File: src/rtl/apb_rr_master_arb_if.sv
// ----------------------------------------------------------------------------
// apb_rr_master_arb_if
// APB bus bundle between the round-robin APB master sequencer and its slave.
//
// Signals:
//   PADDR   master->slave  address
//   PPROT   master->slave  protection type (constant 3'b000 from this master)
//   PNSE    master->slave  non-secure extension (constant 0 from this master)
//   PSEL    master->slave  select
//   PENABLE master->slave  enable (second and later transfer cycles)
//   PWRITE  master->slave  1 = write, 0 = read
//   PWDATA  master->slave  write data
//   PRDATA  slave->master  read data
//   PREADY  slave->master  transfer completes when high in an ACCESS cycle
//   PSLVERR slave->master  error, meaningful only with PREADY
// Modports: master (used by apb_rr_master_arb), slave.
// ----------------------------------------------------------------------------
interface apb_rr_master_arb_if #(
   parameter int ADDR_WIDTH = 32,
   parameter int DATA_WIDTH = 8
);
   logic [ADDR_WIDTH-1:0] PADDR;
   logic [2:0]            PPROT;
   logic                  PNSE;
   logic                  PSEL;
   logic                  PENABLE;
   logic                  PWRITE;
   logic [DATA_WIDTH-1:0] PWDATA;
   logic [DATA_WIDTH-1:0] PRDATA;
   logic                  PREADY;
   logic                  PSLVERR;

   modport master (
      output PADDR, PPROT, PNSE, PSEL, PENABLE, PWRITE, PWDATA,
      input  PRDATA, PREADY, PSLVERR
   );

   modport slave (
      input  PADDR, PPROT, PNSE, PSEL, PENABLE, PWRITE, PWDATA,
      output PRDATA, PREADY, PSLVERR
   );
endinterface

File: src/rtl/apb_rr_master_arb.sv
// ----------------------------------------------------------------------------
// apb_rr_master_arb
// Round-robin arbiter in front of an APB master sequencer. NUM_REQ internal
// requesters issue single transfers over valid/ready; the winner's request is
// run through IDLE -> SETUP -> ACCESS on the APB bus and the result comes back
// to that requester as a one-cycle rsp_valid pulse.
//
// Ports:
//   PCLK        clock
//   PRESETn     asynchronous active-low reset
//   req_valid   [NUM_REQ]              per-requester transfer request
//   req_write   [NUM_REQ]              1 = write, 0 = read
//   req_addr    [NUM_REQ*ADDR_WIDTH]   requester i at [i*ADDR_WIDTH +: ADDR_WIDTH]
//   req_wdata   [NUM_REQ*DATA_WIDTH]   requester i at [i*DATA_WIDTH +: DATA_WIDTH]
//   req_ready   [NUM_REQ]              one-hot accept (combinational, IDLE only)
//   rsp_valid   [NUM_REQ]              one-hot completion pulse
//   rsp_rdata   [DATA_WIDTH]           read data (0 for writes)
//   rsp_slverr                         slave error / timeout flag
//   apb                                APB master modport
//
// Compile-time option: APB_ARB_TIMEOUT_EN adds an ACCESS watchdog that aborts a
// transfer after TIMEOUT_CYCLES wait cycles and reports it as an error.
// ----------------------------------------------------------------------------
module apb_rr_master_arb #(
   parameter int NUM_REQ        = 2,
   parameter int ADDR_WIDTH     = 32,
   parameter int DATA_WIDTH     = 8,
   parameter int TIMEOUT_CYCLES = 16
) (
   input  logic                          PCLK,
   input  logic                          PRESETn,
   input  logic [NUM_REQ-1:0]            req_valid,
   input  logic [NUM_REQ-1:0]            req_write,
   input  logic [NUM_REQ*ADDR_WIDTH-1:0] req_addr,
   input  logic [NUM_REQ*DATA_WIDTH-1:0] req_wdata,
   output logic [NUM_REQ-1:0]            req_ready,
   output logic [NUM_REQ-1:0]            rsp_valid,
   output logic [DATA_WIDTH-1:0]         rsp_rdata,
   output logic                          rsp_slverr,
   apb_rr_master_arb_if.master           apb
);
   localparam int IDX_W = $clog2(NUM_REQ);

   if (NUM_REQ < 2 || NUM_REQ > 4) begin : g_bad_num_req
      $error("apb_rr_master_arb: NUM_REQ must be 2..4");
   end
   if (TIMEOUT_CYCLES < 1) begin : g_bad_timeout
      $error("apb_rr_master_arb: TIMEOUT_CYCLES must be >= 1");
   end

   typedef enum logic [1:0] {IDLE, SETUP, ACCESS} state_t;

   state_t                  state, state_next;
   logic [IDX_W-1:0]        last_grant_reg, last_grant_next;
   logic [IDX_W-1:0]        owner_reg, owner_next;
   logic [ADDR_WIDTH-1:0]   paddr_reg, paddr_next;
   logic [DATA_WIDTH-1:0]   pwdata_reg, pwdata_next;
   logic                    pwrite_reg, pwrite_next;
   logic                    psel_reg, psel_next;
   logic                    penable_reg, penable_next;
   logic [NUM_REQ-1:0]      rsp_valid_reg, rsp_valid_next;
   logic [DATA_WIDTH-1:0]   rsp_rdata_reg, rsp_rdata_next;
   logic                    rsp_slverr_reg, rsp_slverr_next;

   logic                    win_found;
   logic [IDX_W-1:0]        win_idx;
   logic                    accept;
   logic                    access_done;
   logic                    tmo_hit;
   int                      cand;

   // Rotating priority: scan last_grant+1, last_grant+2, ... with wrap; the
   // first requester seen with valid set wins.
   always_comb begin
      win_found = 1'b0;
      win_idx   = '0;
      cand      = 0;
      for (int k = 1; k <= NUM_REQ; k++) begin
         cand = int'(last_grant_reg) + k;
         if (cand >= NUM_REQ) cand = cand - NUM_REQ;
         if (!win_found && req_valid[cand[IDX_W-1:0]]) begin
            win_found = 1'b1;
            win_idx   = cand[IDX_W-1:0];
         end
      end
   end

   assign accept      = (state == IDLE) && win_found;
   assign access_done = (state == ACCESS) && apb.PREADY;

   always_comb begin
      req_ready = '0;
      if (accept) req_ready[win_idx] = 1'b1;
   end

`ifdef APB_ARB_TIMEOUT_EN
   localparam int CNT_W = $clog2(TIMEOUT_CYCLES) + 1;
   logic [CNT_W-1:0] tmo_cnt_reg;

   always_ff @(posedge PCLK or negedge PRESETn) begin
      if (!PRESETn)                             tmo_cnt_reg <= '0;
      else if (state == SETUP)                  tmo_cnt_reg <= '0;
      else if (state == ACCESS && !apb.PREADY)  tmo_cnt_reg <= tmo_cnt_reg + 1'b1;
   end

   // Abort on the edge at which the wait count would reach the limit; a
   // PREADY in that same cycle takes the normal completion path instead.
   assign tmo_hit = (state == ACCESS) && !apb.PREADY &&
                    (tmo_cnt_reg == CNT_W'(TIMEOUT_CYCLES - 1));
`else
   assign tmo_hit = 1'b0;
`endif

   // State register
   always_ff @(posedge PCLK or negedge PRESETn) begin
      if (!PRESETn) state <= IDLE;
      else          state <= state_next;
   end

   // Next-state logic
   always_comb begin
      state_next = state;
      case (state)
         IDLE:    if (accept) state_next = SETUP;
         SETUP:   state_next = ACCESS;
         ACCESS:  if (access_done || tmo_hit) state_next = IDLE;
         default: state_next = IDLE;
      endcase
   end

   // Output logic: next values for every registered output
   always_comb begin
      last_grant_next = last_grant_reg;
      owner_next      = owner_reg;
      paddr_next      = paddr_reg;
      pwdata_next     = pwdata_reg;
      pwrite_next     = pwrite_reg;
      psel_next       = psel_reg;
      penable_next    = penable_reg;
      rsp_valid_next  = '0;
      rsp_rdata_next  = '0;
      rsp_slverr_next = 1'b0;
      case (state)
         IDLE: begin
            if (accept) begin
               last_grant_next = win_idx;
               owner_next      = win_idx;
               paddr_next      = req_addr[int'(win_idx)*ADDR_WIDTH +: ADDR_WIDTH];
               pwdata_next     = req_wdata[int'(win_idx)*DATA_WIDTH +: DATA_WIDTH];
               pwrite_next     = req_write[win_idx];
               psel_next       = 1'b1;
               penable_next    = 1'b0;
            end
         end
         SETUP: begin
            penable_next = 1'b1;
         end
         ACCESS: begin
            if (access_done) begin
               psel_next                 = 1'b0;
               penable_next              = 1'b0;
               rsp_valid_next[owner_reg] = 1'b1;
               rsp_rdata_next            = pwrite_reg ? '0 : apb.PRDATA;
               rsp_slverr_next           = apb.PSLVERR;
            end else if (tmo_hit) begin
               psel_next                 = 1'b0;
               penable_next              = 1'b0;
               rsp_valid_next[owner_reg] = 1'b1;
               rsp_slverr_next           = 1'b1;
            end
         end
         default: begin
            psel_next    = 1'b0;
            penable_next = 1'b0;
         end
      endcase
   end

   always_ff @(posedge PCLK or negedge PRESETn) begin
      if (!PRESETn) begin
         last_grant_reg <= IDX_W'(NUM_REQ - 1);
         owner_reg      <= '0;
         paddr_reg      <= '0;
         pwdata_reg     <= '0;
         pwrite_reg     <= 1'b0;
         psel_reg       <= 1'b0;
         penable_reg    <= 1'b0;
         rsp_valid_reg  <= '0;
         rsp_rdata_reg  <= '0;
         rsp_slverr_reg <= 1'b0;
      end else begin
         last_grant_reg <= last_grant_next;
         owner_reg      <= owner_next;
         paddr_reg      <= paddr_next;
         pwdata_reg     <= pwdata_next;
         pwrite_reg     <= pwrite_next;
         psel_reg       <= psel_next;
         penable_reg    <= penable_next;
         rsp_valid_reg  <= rsp_valid_next;
         rsp_rdata_reg  <= rsp_rdata_next;
         rsp_slverr_reg <= rsp_slverr_next;
      end
   end

   assign apb.PADDR   = paddr_reg;
   assign apb.PWDATA  = pwdata_reg;
   assign apb.PWRITE  = pwrite_reg;
   assign apb.PSEL    = psel_reg;
   assign apb.PENABLE = penable_reg;
   assign apb.PPROT   = 3'b000;
   assign apb.PNSE    = 1'b0;
   assign rsp_valid   = rsp_valid_reg;
   assign rsp_rdata   = rsp_rdata_reg;
   assign rsp_slverr  = rsp_slverr_reg;
endmodule

File: src/flat_wrapper.sv
// flat-port wrapper written by rule: the top's interface ports become plain ports
module apb_rr_master_arb_flat 
#(
   parameter int NUM_REQ        = 2,
   parameter int ADDR_WIDTH     = 32,
   parameter int DATA_WIDTH     = 8,
   parameter int TIMEOUT_CYCLES = 16
)
  (PCLK, PRESETn, req_valid, req_write, req_addr, req_wdata, req_ready, rsp_valid, rsp_rdata, rsp_slverr, apb_PADDR, apb_PPROT, apb_PNSE, apb_PSEL, apb_PENABLE, apb_PWRITE, apb_PWDATA, apb_PRDATA, apb_PREADY, apb_PSLVERR);
  apb_rr_master_arb_if #(.ADDR_WIDTH(ADDR_WIDTH), .DATA_WIDTH(DATA_WIDTH)) apb_i ();
  input  logic PCLK;
  input  logic PRESETn;
  input  logic [NUM_REQ-1:0] req_valid;
  input  logic [NUM_REQ-1:0] req_write;
  input  logic [NUM_REQ*ADDR_WIDTH-1:0] req_addr;
  input  logic [NUM_REQ*DATA_WIDTH-1:0] req_wdata;
  output logic [NUM_REQ-1:0] req_ready;
  output logic [NUM_REQ-1:0] rsp_valid;
  output logic [DATA_WIDTH-1:0] rsp_rdata;
  output logic rsp_slverr;
  output wire logic [$bits(apb_i.PADDR)-1:0] apb_PADDR;
  output wire logic [$bits(apb_i.PPROT)-1:0] apb_PPROT;
  output wire logic [$bits(apb_i.PNSE)-1:0] apb_PNSE;
  output wire logic [$bits(apb_i.PSEL)-1:0] apb_PSEL;
  output wire logic [$bits(apb_i.PENABLE)-1:0] apb_PENABLE;
  output wire logic [$bits(apb_i.PWRITE)-1:0] apb_PWRITE;
  output wire logic [$bits(apb_i.PWDATA)-1:0] apb_PWDATA;
  input wire logic [$bits(apb_i.PRDATA)-1:0] apb_PRDATA;
  input wire logic [$bits(apb_i.PREADY)-1:0] apb_PREADY;
  input wire logic [$bits(apb_i.PSLVERR)-1:0] apb_PSLVERR;
  assign apb_PADDR = apb_i.PADDR;
  assign apb_PPROT = apb_i.PPROT;
  assign apb_PNSE = apb_i.PNSE;
  assign apb_PSEL = apb_i.PSEL;
  assign apb_PENABLE = apb_i.PENABLE;
  assign apb_PWRITE = apb_i.PWRITE;
  assign apb_PWDATA = apb_i.PWDATA;
  assign apb_i.PRDATA = apb_PRDATA;
  assign apb_i.PREADY = apb_PREADY;
  assign apb_i.PSLVERR = apb_PSLVERR;
  apb_rr_master_arb #(.NUM_REQ(NUM_REQ), .ADDR_WIDTH(ADDR_WIDTH), .DATA_WIDTH(DATA_WIDTH), .TIMEOUT_CYCLES(TIMEOUT_CYCLES)) u_core (.PCLK(PCLK), .PRESETn(PRESETn), .req_valid(req_valid), .req_write(req_write), .req_addr(req_addr), .req_wdata(req_wdata), .req_ready(req_ready), .rsp_valid(rsp_valid), .rsp_rdata(rsp_rdata), .rsp_slverr(rsp_slverr), .apb(apb_i));
endmodule
File: config.mk
export PLATFORM = sky130hd
export DESIGN_NAME = apb_rr_master_arb_flat
export DESIGN_NICKNAME = d
export VERILOG_FILES = /design/src/rtl/apb_rr_master_arb_if.sv /design/src/rtl/apb_rr_master_arb.sv /design/src/flat_wrapper.sv
export SDC_FILE = /design/constraint.sdc
export NUM_CORES = 1
export LEC_CHECK = 0
export CAP_MARGIN = 20
export CORE_MARGIN = 3
export CORE_UTILIZATION = 27
export DETAILED_ROUTE_END_ITERATION = 10
export SLEW_MARGIN = 15
export SYNTH_ARGS = -nofsm -noshare
export SYNTH_HDL_FRONTEND = slang
export SYNTH_SLANG_ARGS = --single-unit
File: constraint.sdc
create_clock -name PCLK -period 2.05 [get_ports PCLK]
set_clock_uncertainty 0.05 [all_clocks]
set_input_delay 0.41 -clock PCLK [delete_from_list [all_inputs] [get_ports PCLK]]
set_output_delay 0.41 -clock PCLK [all_outputs]
set_load 0.005 [all_outputs]
==> results of run 1 <==
power groups by stage:
| stage | clock network [uW] | logic [uW] | registers [uW] |
|---|---|---|---|
| 3_3_place_gp | 0 | 2560 | 1890 |
| 4_1_cts | 1050 | 2580 | 1880 |
| 3_5_place_dp | 0 | 2590 | 1880 |
| 6_report | 1000 | 2520 | 1880 |
| 2_1_floorplan | 0 | 1040 | 1910 |
| 5_1_grt | 1090 | 2750 | 1940 |
metrics by stage:
stage	utilization, %	worst slack, ps	hold WS, ps
final	50.2	97.6	40.9
after global placement	48.0	-187	407
after floorplan	-	491	64.4
after detailed placement	48.0	-179	413
after CTS	50.2	77.1	47.0
after global routing	50.2	23.6	67.2
worst max-delay path, stage by stage:
cell and delay (ps):
clkdlybuf4s50_1 480, buf_4 130, nand2b_1 60, and3_4 160, dlygate4sd2_1 250
synthesized netlist by cell type:
| library cell | number |
|---|---|
| clkbuf_1 | 6 |
| buf_4 | 4 |
| nor2_1 | 3 |
| nand2_1 | 3 |
| dfrtp_1 | 56 |
| and2_1 | 11 |
| buf_6 | 5 |
| a21o_1 | 2 |
| inv_1 | 1 |
| dfstp_2 | 1 |
| nand2b_1 | 2 |
| a221o_1 | 41 |
| o21ai_0 | 1 |
| conb_1 | 1 |
| buf_2 | 6 |
| and3_4 | 1 |
| nand3b_1 | 1 |
| a21boi_1 | 1 |
| and3_1 | 41 |
| o21ai_1 | 1 |
| mux2i_1 | 1 |
| nor2_2 | 1 |
logic make-up (layout without fill, tap and decap cells):
| logic type | Yosys count | after routing | share of synthesized area (%) |
|---|---|---|---|
| mux | 1 | 1 | 0.415 |
| flops | 57 | 57 | 59.2 |
| buf+inv | 22 | 180 | 5.91 |
| simple gates | 63 | 63 | 16.0 |
| other cells | 1 | 4 | 0.155 |
| compound gates | 46 | 46 | 18.4 |
final timing paths:
path	to	from
min in group PCLK	u_core.rsp_valid[0]	u_core.owner_reg
hold reg to reg	u_core.rsp_valid[0]	u_core.owner_reg
hold / removal	u_core.apb.PADDR[1]	PRESETn
setup reg to reg	u_core.apb.PADDR[13]	u_core.state[0]
max in group asynchronous	u_core.apb.PADDR[5]	PRESETn
setup / recovery	req_ready[0]	req_valid[1]
routing by layer:
metal / global-route usage (%) / up-vias
met5: 0 / -
met4: 3.42 / 0
met3: 5.74 / 6
met2: 28.1 / 86
met1: 20.9 / 1068
li1: - / 1031
what timing repair did:
action / CTS / global route
setup endpoints to repair: 2 / 0
setup buffers: 0 / 0
resized for setup: 2 / 0
area by class of cell:
cell class	count	area (um^2)	share of cell area (%)
multi-input combinational	114	868	20.4
timing repair buffer	163	1630	38.4
sequential	57	1430	33.6
clock buffer	10	128	3.00
clock inverter	6	58.8	1.38
tap	105	131	3.09
inverter	1	3.75	0.0883
==> impl_metrics.json, run 1 <==
{
  "max_cap_viol_count": 0,
  "status": "finished clean",
  "io_buffers": 151,
  "final_common_cell": "clkdlybuf4s50_1",
  "dpl_cell_area_um2": 4070,
  "crit_required_ps": 1590,
  "critPathKind": "primary input to primary output",
  "cts_sinks": 57,
  "m1WireLength_mm": 3.39,
  "power_density_nw_per_um2": 1270,
  "diodes": 0,
  "core_um2": 8460,
  "synth_seq_cells": 57,
  "place_congestion": 0.741,
  "wl_met2_mm": 4.15,
  "synth.distinct_cells": 22,
  "min_path_type": "primary input to asynchronous set/reset pin",
  "rr_worst_depth": 4,
  "top_level_ports": 156,
  "layout_min_cycle_time_ps": 1950,
  "stdcell_count": 456,
  "finalCritPeriodShare_pct": 95.2,
  "antenna_found_initial": 0,
  "finalHoldViolations": 0,
  "syn_area_per_cell_um2": 12.7,
  "wl_per_cell_um": 18.0,
  "cp_data_arrival_time_ps": 1490,
  "syn2layout_area_growth_pct": 76.1,
  "initial_core_util_pct": 28.5,
  "dieArea_um2": 10100,
  "yosys-top-cells-area": "dfrtp_1, a221o_1, and3_1",
  "syn_area_um2": 2410,
  "track_usage_pct": 16.7,
  "switching_share_pct": 31.1,
  "fin_tns_setup_ps": 0,
  "internal_power_uw": 3720,
  "final_cell_mix": "clkdlybuf4s50_1, dfrtp_1, and3_1, a221o_1, and2_1",
  "synth.largest_area_cell": "dfrtp_1",
  "clk_pin_slew_ps": 60,
  "top_layer_used": "met4",
  "hpwl_mm": 5.74,
  "htree_levels": 3,
  "largest_reg_flops": 32,
  "fmax_ghz": 0.512,
  "synth_cells": 190,
  "seqPwrFrac_pct": 34.8,
  "tightest_slew_ps": 604,
  "layout.nets": 442,
  "relSlewSlack_pct": 59.8,
  "tritoncts.num_buffers": 9,
  "drc": 0,
  "p_total_uw": 5400,
  "vias_per_cell": 4.80,
  "tritoncts": "built",
  "cp_max_fo": 2,
  "drv_slew": 0,
  "clock_path_buffers": 2,
  "p_leak_uw": 0.00196,
  "met3_length_um": 614,
  "yosys_warnings": 0,
  "drtPass1Iterations": 4,
  "comb_power_share_pct": 46.7,
  "clock_latency_ps": 330,
  "r2r_slack_ps": 400,
  "drive_gt1_share_pct": 9.40,
  "grt_pass1_vias": 2416,
  "synth_seq_area_share_pct": 59.2,
  "grt_max_degree": 42,
  "rsz0062_at_grt": "false",
  "peakVddDrop_uv": 674,
  "cp-start-kind": "primary input",
  "cts_root_buf": "clkbuf_8",
  "p_sw_uw": 1680,
  "postCtsHoldBufs": 0,
  "final_antenna_net_count": 0,
  "die_h_um": 101,
  "critical_path.endpoint_type": "primary output",
  "layout.filler_cells": 777,
  "overflow": 0,
  "setup_violations": 0,
  "dp_cells": 440,
  "die_x_um": 101,
  "grt_pass1_wl_mm": 13.0,
  "routed_wl_mm": 8.20,
  "num_vias": 2191,
  "pwr-share-clk_pct": 18.5,
  "synth_top_area_share_pct": 58.1,
  "fp-row-count": 33,
  "drt_iter0_markers": 66,
  "design_area_um2": 4250
}
Note: power is estimated with default switching activity, not from simulation.
==> run 2, diff against run 1 <==
==> constraint.sdc (replaced) <==
create_clock -name PCLK -period 2.05 [get_ports PCLK]
set_clock_uncertainty 0.05 [all_clocks]
set_input_delay 0.615 -clock PCLK [delete_from_list [all_inputs] [get_ports PCLK]]
set_output_delay 0.615 -clock PCLK [all_outputs]
set_load 0.005 [all_outputs]
==> impl_metrics.json, run 2 (same netlist as run 1, synthesis figures left out) <==
{
  "status": "finished clean",
  "peakVddDrop_uv": 534,
  "cts_sinks": 57,
  "cp_slowest_cell": "dfstp_2",
  "max_cap_viol_count": 0,
  "p_leak_uw": 0.00197,
  "drtPass1Iterations": 4,
  "setup_violations": 0,
  "critical_path.endpoint_type": "primary output",
  "finalHoldViolations": 0,
  "cpPeakStageDelay_ps": 550,
  "clk_pin_slew_ps": 70,
  "layout_min_cycle_time_ps": 1990,
  "drive_gt1_share_pct": 11.3,
  "die_x_um": 101,
  "path_buf_inv": 2,
  "initial_core_util_pct": 28.5,
  "top_level_ports": 156,
  "tritoncts.num_buffers": 9,
  "final_common_cell": "clkdlybuf4s50_1",
  "wl_per_cell_um": 17.7,
  "place_ws_ps": -677,
  "postCtsHoldBufs": 0,
  "dieArea_um2": 10100,
  "antenna_found_initial": 0,
  "cts_root_buf": "clkbuf_8",
  "core_um2": 8460,
  "diodes": 0,
  "critPathTopFamily": "flip-flops",
  "cp-start-kind": "flip-flop",
  "layout.filler_cells": 785,
  "min_path_type": "primary input to asynchronous set/reset pin",
  "clock_latency_ps": 330,
  "largest_reg_flops": 32,
  "cp_max_fo": 2,
  "path_cells": "buf_6, a21boi_2, and2_4, buf_2",
  "rsz0062_at_grt": "false",
  "design_area_um2": 4300,
  "num_vias": 2227,
  "fmax_ghz": 0.503,
  "drc": 0,
  "final_antenna_net_count": 0,
  "power_density_nw_per_um2": 1300,
  "htree_levels": 3,
  "routed_wl_mm": 8.11,
  "overflow": 0,
  "final_cell_mix": "clkdlybuf4s50_1, dfrtp_1, and3_1, a221o_1, buf_4",
  "finalCritPeriodShare_pct": 96.9,
  "place_congestion": 0.742,
  "track_usage_pct": 16.5,
  "cp_data_arrival_time_ps": 1320,
  "tritoncts": "built",
  "setup_ws_ps": 62.5,
  "grt_pass1_wl_mm": 12.8,
  "drt_iter0_markers": 71,
  "die_h_um": 101,
  "syn2layout_area_growth_pct": 78.2,
  "dpl_cell_area_um2": 4070,
  "layout.nets": 445,
  "drv_slew": 0,
  "fp-row-count": 33,
  "grt_max_degree": 58,
  "grt_pass1_vias": 2353,
  "vias_per_cell": 4.86,
  "crit_required_ps": 1380,
  "io_buffers": 151,
  "hpwl_mm": 5.56,
  "critPathKind": "flip-flop to primary output",
  "clock_path_buffers": 2
}
-- run 2: changes by cell type in the layout (fill, tap and decap cells not counted), sizes merged, moves of 2 or more --
cell / before / now
buf: 13 / 17
clkinv: 5 / 1
clkinvlp: 0 / 2
clkdlybuf4s15: 0 / 2
clkdlybuf4s50: 148 / 145
-- run 2: routing by layer --
metal,GRT usage [%],vias up,routed length [um]
met3,5.40,11,533
met2,27.5,86,4090
li1,-,1040,-
met1,20.5,1090,3380
met5,0,-,0
met4,4.56,0,112
-- run 2: stage by stage --
| stage | std cells | util, % | hold slack (ps) | power, uW | TNS (ps) |
|---|---|---|---|---|---|
| 6_report | 458 | 50.8 | 234 | 5610 | 0 |
| 5_1_grt | 458 | 50.8 | 238 | 5970 | 0 |
| 4_1_cts | 458 | 50.8 | 227 | 5700 | 0 |
| 3_5_place_dp | 442 | 48.1 | 423 | 4470 | -9890 |
| 3_3_place_gp | 442 | 48.1 | 415 | 4450 | -9900 |
| 2_1_floorplan | 193 | - | 269 | 2950 | 0 |
-- run 2: report_power, final --
part	internal, uW	switching [uW]
logic	1580	991
registers	1610	269
clock network	708	450
total	3900	1710
-- run 2: final cells by class --
class / instances / area [um^2] / share of cell area (%)
clock buffer: 10 / 138 / 3.20
sequential: 57 / 1430 / 33.2
timing repair buffer: 166 / 1640 / 38.2
clock inverter: 5 / 80.1 / 1.86
multi-input combinational: 114 / 876 / 20.4
tap: 105 / 131 / 3.06
inverter: 1 / 3.75 / 0.0873
-- run 2: timing repair --
item / 4_1_cts / 5_1_grt
pin swaps: 1 / 0
setup endpoints to repair: 2 / 1
buffers inserted: 1 / 0
gates resized for setup: 16 / 1
-- run 2: worst paths after layout --
path / start / endpoint / slack, ps / cells after the start
setup / recovery: u_core.last_grant_reg / req_ready[1] / 60 / 4
hold / removal: PRESETn / u_core.apb.PADDR[18] / 230 / 2
setup reg to reg: u_core.last_grant_reg / u_core.apb.PADDR[8] / 410 / 5
hold reg to reg: u_core.owner_reg / u_core.rsp_valid[0] / 420 / 1
max in group asynchronous: PRESETn / u_core.last_grant_reg / 1410 / 2
min in group PCLK: u_core.owner_reg / u_core.rsp_valid[0] / 420 / 1
